<file path="src/rtl/vga_sync_monitor.sv">
// VGA timing monitor: turns the pixel clock into clk-domain strobes, captures
// active pixel coordinates and checks line/frame geometry to acquire lock.
module vga_sync_monitor #(
  parameter int H_TOTAL  = 800,
  parameter int H_ACTIVE = 640,
  parameter int V_TOTAL  = 525,
  parameter int V_ACTIVE = 480
) (
  input  logic       clk,
  input  logic       reset,
  input  logic       vga_clk,
  input  logic       vga_hs,
  input  logic       vga_vs,
  input  logic       vga_blank_n,
  input  logic       clr_err,
  output logic       pix_valid,
  output logic [9:0] px_x,
  output logic [8:0] px_y,
  output logic       frame_done,
  output logic       locked,
  output logic       err_h,
  output logic       err_v
);
  typedef enum logic [1:0] {SEARCH = 2'd0, ALIGN = 2'd1, LOCKED = 2'd2} state_t;

  localparam logic [9:0] H_TOTAL_C  = 10'(H_TOTAL);
  localparam logic [9:0] H_ACTIVE_C = 10'(H_ACTIVE);
  localparam logic [9:0] V_TOTAL_C  = 10'(V_TOTAL);
  localparam logic [8:0] V_ACTIVE_C = 9'(V_ACTIVE);
  localparam logic [9:0] CNT_MAX    = 10'd1023;
  localparam logic [8:0] VLINE_MAX  = 9'd511;

  state_t     state_q, state_d;
  logic       vclk_q, vclk_d, vclk_prev_q, vclk_prev_d;
  logic       hs_prev_q, hs_prev_d, vs_prev_q, vs_prev_d;
  logic [9:0] hcnt_q, hcnt_d, acnt_q, acnt_d, tline_q, tline_d;
  logic [8:0] vline_q, vline_d;
  logic       skip_q, skip_d, frame_lerr_q, frame_lerr_d;
  logic       pix_valid_q, pix_valid_d, frame_done_q, frame_done_d;
  logic       locked_q, locked_d, err_h_q, err_h_d, err_v_q, err_v_d;
  logic [9:0] px_x_q, px_x_d;
  logic [8:0] px_y_q, px_y_d;

  logic       strobe_s, hs_fall_s, vs_fall_s, pix_s;
  logic       check_s, line_err_s, lerr_upd_s, cnt_ok_s, set_h_s, set_v_s;
  logic [9:0] tline_upd_s;
  logic [8:0] vline_upd_s;

  // Strobe detection, line/frame measurement, lock FSM and output staging.
  always_comb begin
    strobe_s  = vclk_q & ~vclk_prev_q;
    hs_fall_s = strobe_s & hs_prev_q & ~vga_hs;
    vs_fall_s = strobe_s & vs_prev_q & ~vga_vs;
    pix_s     = strobe_s & vga_blank_n;

    vclk_d      = vga_clk;
    vclk_prev_d = vclk_q;
    hs_prev_d   = strobe_s ? vga_hs : hs_prev_q;
    vs_prev_d   = strobe_s ? vga_vs : vs_prev_q;

    if (hs_fall_s) begin
      hcnt_d = 10'd1;
    end else if (strobe_s && (hcnt_q != CNT_MAX)) begin
      hcnt_d = hcnt_q + 10'd1;
    end else begin
      hcnt_d = hcnt_q;
    end

    if (hs_fall_s) begin
      acnt_d = 10'd0;
    end else if (pix_s && (acnt_q != CNT_MAX)) begin
      acnt_d = acnt_q + 10'd1;
    end else begin
      acnt_d = acnt_q;
    end

    // The line closing at this hs_fall is evaluated before any frame decision.
    check_s    = hs_fall_s && (state_q != SEARCH) && !((state_q == ALIGN) && skip_q);
    line_err_s = check_s && ((hcnt_q != H_TOTAL_C) ||
                             ((acnt_q != 10'd0) && (acnt_q != H_ACTIVE_C)));

    vline_upd_s = (hs_fall_s && (acnt_q != 10'd0) && (vline_q != VLINE_MAX)) ?
                  vline_q + 9'd1 : vline_q;
    tline_upd_s = (hs_fall_s && (tline_q != CNT_MAX)) ? tline_q + 10'd1 : tline_q;
    lerr_upd_s  = frame_lerr_q | line_err_s;
    cnt_ok_s    = (tline_upd_s == V_TOTAL_C) && (vline_upd_s == V_ACTIVE_C);

    vline_d      = vs_fall_s ? 9'd0 : vline_upd_s;
    tline_d      = vs_fall_s ? 10'd0 : tline_upd_s;
    frame_lerr_d = vs_fall_s ? 1'b0 : lerr_upd_s;

    state_d = state_q;
    skip_d  = (hs_fall_s && (state_q == ALIGN)) ? 1'b0 : skip_q;
    set_h_s = 1'b0;
    set_v_s = 1'b0;
    case (state_q)
      SEARCH: begin
        if (vs_fall_s) begin
          state_d = ALIGN;
          skip_d  = 1'b1;
        end else begin
          state_d = SEARCH;
        end
      end
      ALIGN: begin
        if (vs_fall_s && cnt_ok_s && !lerr_upd_s) begin
          state_d = LOCKED;
        end else begin
          state_d = ALIGN;
        end
      end
      LOCKED: begin
        set_h_s = line_err_s;
        set_v_s = vs_fall_s && !cnt_ok_s;
        state_d = (set_h_s || set_v_s) ? SEARCH : LOCKED;
      end
      default: begin
        state_d = SEARCH;
      end
    endcase

    pix_valid_d  = pix_s && (state_q != SEARCH);
    px_x_d       = pix_s ? acnt_q : px_x_q;
    px_y_d       = pix_s ? vline_q : px_y_q;
    frame_done_d = vs_fall_s && (state_q != SEARCH);
    locked_d     = (state_d == LOCKED);
    // A set in the same cycle as clr_err keeps the flag.
    err_h_d      = set_h_s ? 1'b1 : (clr_err ? 1'b0 : err_h_q);
    err_v_d      = set_v_s ? 1'b1 : (clr_err ? 1'b0 : err_v_q);
  end

  // State, counters and registered outputs.
  always_ff @(posedge clk or posedge reset) begin
    if (reset) begin
      state_q      <= SEARCH;
      vclk_q       <= 1'b0;
      vclk_prev_q  <= 1'b0;
      hs_prev_q    <= 1'b1;
      vs_prev_q    <= 1'b1;
      hcnt_q       <= 10'd0;
      acnt_q       <= 10'd0;
      tline_q      <= 10'd0;
      vline_q      <= 9'd0;
      skip_q       <= 1'b0;
      frame_lerr_q <= 1'b0;
      pix_valid_q  <= 1'b0;
      px_x_q       <= 10'd0;
      px_y_q       <= 9'd0;
      frame_done_q <= 1'b0;
      locked_q     <= 1'b0;
      err_h_q      <= 1'b0;
      err_v_q      <= 1'b0;
    end else begin
      state_q      <= state_d;
      vclk_q       <= vclk_d;
      vclk_prev_q  <= vclk_prev_d;
      hs_prev_q    <= hs_prev_d;
      vs_prev_q    <= vs_prev_d;
      hcnt_q       <= hcnt_d;
      acnt_q       <= acnt_d;
      tline_q      <= tline_d;
      vline_q      <= vline_d;
      skip_q       <= skip_d;
      frame_lerr_q <= frame_lerr_d;
      pix_valid_q  <= pix_valid_d;
      px_x_q       <= px_x_d;
      px_y_q       <= px_y_d;
      frame_done_q <= frame_done_d;
      locked_q     <= locked_d;
      err_h_q      <= err_h_d;
      err_v_q      <= err_v_d;
    end
  end

  assign pix_valid  = pix_valid_q;
  assign px_x       = px_x_q;
  assign px_y       = px_y_q;
  assign frame_done = frame_done_q;
  assign locked     = locked_q;
  assign err_h      = err_h_q;
  assign err_v      = err_v_q;
endmodule

</file>
<file path="config.mk">
export PLATFORM = sky130hd
export DESIGN_NAME = vga_sync_monitor
export DESIGN_NICKNAME = d
export VERILOG_FILES = /design/src/rtl/vga_sync_monitor.sv
export SDC_FILE = /design/constraint.sdc
export NUM_CORES = 1
export LEC_CHECK = 0
export CORE_ASPECT_RATIO = 1.1
export CORE_UTILIZATION = 62
export CTS_CLUSTER_DIAMETER = 80
export DETAILED_ROUTE_END_ITERATION = 16
export PLACE_DENSITY = 0.86
export SYNTH_ARGS = -nofsm -noshare
export SYNTH_HDL_FRONTEND = slang
export SYNTH_SLANG_ARGS = --single-unit
</file>
<file path="constraint.sdc">
create_clock -name clk -period 5.4 [get_ports clk]
set_input_delay 1.08 -clock clk [delete_from_list [all_inputs] [get_ports clk]]
set_output_delay 1.08 -clock clk [all_outputs]
set_load 0.005 [all_outputs]
</file>
==> impl_metrics.py <==
metrics = {
    "die": {
        "fp.dieW_um": 74.9,
        "core_um2": 5500,
        "die-height_um": 82.2,
        "start_util": 0.659,
        "rows": 28,
        "ios": 31,
        "die-area_um2": 6150,
    },
    "route": {
        "wl_per_cell_um": 16.4,
        "drtAntennaViolNets": 0,
        "totalWireLength_um": 7300,
        "post-route-drc-count": 0,
        "initialDrtViolationCount": 186,
        "drt_first_pass_iters": 4,
        "vias_per_cell": 6.00,
        "vias": 2671,
    },
    "yosys": {
        "synth_edf_count": 0,
        "synth_area_um2": 3620,
        "syn_inst": 333,
        "synth_seq_area_share": 0.491,
        "synth_fa_ha_area_frac": 0.0242,
        "synth_top_family_by_area": "simple AND/OR/NAND/NOR gates",
        "synth_compound_area_frac": 0.0922,
        "synth_cell_types": 59,
        "synth.area.top_cells": "dfrtp_1 48%, mux2_2 5.9%, xor2_1 4.6%, nor2_1 4.4%, xnor2_1 2.7%",
        "yosysTopAreaCell": "dfrtp_1",
        "synth-simple-area-share": 0.223,
        "synth_seq_cells": 71,
        "async_flop_share": 1.00,
        "synth_ff_type": "dfrtp_1",
        "syn_nets": 347,
        "netlist.area_leader.share": 0.477,
        "synthMuxAreaShare": 0.0673,
        "yosysWarnings": 0,
        "synth-xor-area-share": 0.0725,
        "postSynthAreaPerCell_um2": 10.9,
    },
    "flow_run": {
        "max-cap-violations": 0,
    },
    "critical_path": {
        "crit_buf_inv": 2,
        "critical-path-max-stage-delay_ns": 0.72,
        "cp_slowest_cell": "and4bb_1",
        "path_cells": "clkdlybuf4s50_1 > and4bb_1 > buf_4 > nand2_1 > xor2_1 > or4_4 > o41ai_1 > nand3_1",
        "critical_path_class": "input pin to flop",
        "path_depth": 8,
        "crit_path_max_fanout": 17,
        "required_ns": 5.59,
        "arrival_ns": 3.85,
        "cp-start-kind": "input pin",
        "critPathCaptureType": "flop",
        "reg2regPathDepth": 7,
        "cp_top_family": "simple AND/OR/NAND/NOR gates",
    },
    "pwr": {
        "switchingPower_mw": 0.420,
        "power.density_nw_per_um2": 339,
        "switching_share": 0.297,
        "pwr-share-clk": 0.299,
        "p_leak_nw": 1.84,
        "ir_drop_uv": 257,
        "internal-power_mw": 0.993,
        "p_comb_frac": 0.202,
        "p_seq_frac": 0.499,
    },
    "clocking": {
        "cts.sinks": 71,
        "post_cts_buffers": 0,
        "clk_pin_slew_ns": 0.07,
        "cts_buffer_depth": 2,
        "cts.repair.resized": 0,
        "numCtsBuffers": 9,
        "h-tree-depth": 3,
        "hold_buffers": 0,
        "cts_tree": "built",
        "clkLatencyLatePin_ns": 0.34,
        "root_buffer": "clkbuf_8",
    },
    "global_routing": {
        "grt_pass1_wl_um": 11900,
        "grt_max_degree": 49,
        "antenna_found_initial": 0,
        "grt_util_all_layers": 0.258,
        "grt_pass1_vias": 2561,
        "globalRoute.totalOverflow": 0,
    },
    "placement": {
        "io_buffers": 30,
        "gp_congestion": 0.851,
        "dpl_worst_slack_ns": 1.50,
        "hpwl_um": 5020,
    },
    "timing": {
        "fmax_mhz": 273,
        "finalHoldViolations": 0,
        "rsz0062_at_grt": "false",
        "setup_slack_ns": 1.74,
        "post-route-period-util": 0.678,
        "fin_crit_ns": 3.66,
        "worst_slew_pin_slew_ns": 0.672,
        "setup_viol_count_final": 0,
        "maxSlewViolCount": 0,
        "fin_skew_ns": 0.0103,
        "relSlewSlack": 0.546,
        "fin_setup_tns_ns": 0,
    },
    "layout": {
        "layout.nets": 379,
        "area_growth_pct": 14.9,
        "diodes": 0,
        "drive_gt1_frac": 0.135,
        "fillCellCount": 393,
    },
    "worst_hold_path": {
        "hold_path_class": "flop to flop",
        "whs_path_depth": 2,
    },
    "run_status": {
        "status": "complete, no violations",
    },
}
cell type report:
| type | instances | area [um2] | area share |
|---|---|---|---|
| Sequential cell | 71 | 1780 | 0.427 |
| Multi-Input combinational cell | 241 | 1740 | 0.417 |
| Timing Repair Buffer | 33 | 323 | 0.0775 |
| Clock buffer | 15 | 166 | 0.0400 |
| Tap cell | 75 | 93.8 | 0.0225 |
| Inverter | 9 | 33.8 | 0.00812 |
| Clock inverter | 1 | 30.0 | 0.00721 |
layout by cell type, fill, tap and decap left out, types with 4 or more instances in the layout:
master	instances
ha_1	7
and3_1	7
nand3_1	9
xnor2_1	11
clkbuf_8	11
dfrtp_1	69
nor3_1	5
o21ai_0	9
nand2_1	20
and4_1	6
xor2_1	19
mux2_2	19
nor4b_1	4
clkdlybuf4s50_1	30
inv_1	8
a21oi_1	10
nor2_1	42
and2_1	4
clkbuf_1	4
nand4_1	10
state kept, by name, indices dropped and copies added (netlist names), 2 cells and up:
| signal | flops |
|---|---|
| acnt_q | 10 |
| tline_q | 10 |
| vline_q | 9 |
| state_q | 2 |
| hcnt_q | 10 |
| px_y | 9 |
| px_x | 10 |
cell usage after synthesis (6+ instances only):
master,n
dfrtp_1,69
and4_1,6
mux2_2,19
nand3_1,9
nor2_1,42
and3_1,7
xnor2_1,11
a21oi_1,10
xor2_1,19
clkbuf_1,6
o21ai_0,9
nand2_1,20
ha_1,7
nand4_1,10
inv_1,9
power groups by stage:
stage	Combinational (mW)	Sequential, mW	Clock [mW]
after floorplan	0.199	0.689	0
after global placement	0.272	0.707	0
after detailed placement	0.283	0.713	0
after CTS	0.287	0.703	0.429
after global routing	0.317	0.719	0.448
final	0.285	0.705	0.423
layer usage:
| layer | vias up | track usage | share of wire |
|---|---|---|---|
| met5 | - | 0 | 0 |
| met4 | 0 | 0.106 | 0.021 |
| met3 | 16 | 0.0473 | 0.030 |
| met2 | 59 | 0.431 | 0.51 |
| met1 | 1340 | 0.330 | 0.44 |
| li1 | 1256 | - | - |
through the flow:
| step | utilization | hold WS, ns | power [mW] | instance area, um2 | std cells |
|---|---|---|---|---|---|
| global placement | 0.721 | 0.464 | 0.978 | 3970 | 429 |
| finish | 0.757 | 0.485 | 1.41 | 4160 | 445 |
| detailed placement | 0.721 | 0.472 | 0.995 | 3970 | 429 |
| global route | 0.757 | 0.523 | 1.48 | 4160 | 445 |
| floorplan | - | 0.453 | 0.889 | 3620 | 333 |
| CTS | 0.757 | 0.489 | 1.42 | 4160 | 445 |
worst reg2reg max path, delay by kind of cell, from the launching register on:
kind / cells / cell delay [ns]
AND/OR/NAND/NOR: 4 / 1.38
AO/OA/AOI/OAI: 1 / 0.43
flip-flops: 1 / 0.56
buffers and inverters: 1 / 0.29
XOR/XNOR: 1 / 0.16
logic make-up (layout without fill, tap and decap cells):
logic type                 after synthesis  in the layout
muxes                                   22             22
adders and majority gates                7              7
xor gates and xnor gates                30             30
DFF                                     71             71
buffers and inverters                   21             58
and+or+nand+nor                        136            136
AOI/OAI and AO/OA                       46             46
final timing paths:
| check | start | endpoint | slack, ns |
|---|---|---|---|
| min in group asynchronous | reset | px_x[9] | 1.11 |
| max in group asynchronous | reset | skip_q | 3.31 |
| hold reg to reg | px_x[0] | px_x[0] | 0.49 |
| setup reg to reg | hs_prev_q | err_v | 2.45 |
| hold / removal | px_x[0] | px_x[0] | 0.49 |
| setup / recovery | vga_hs | err_v | 1.74 |
Note: power is estimated with default switching activity, not from simulation.
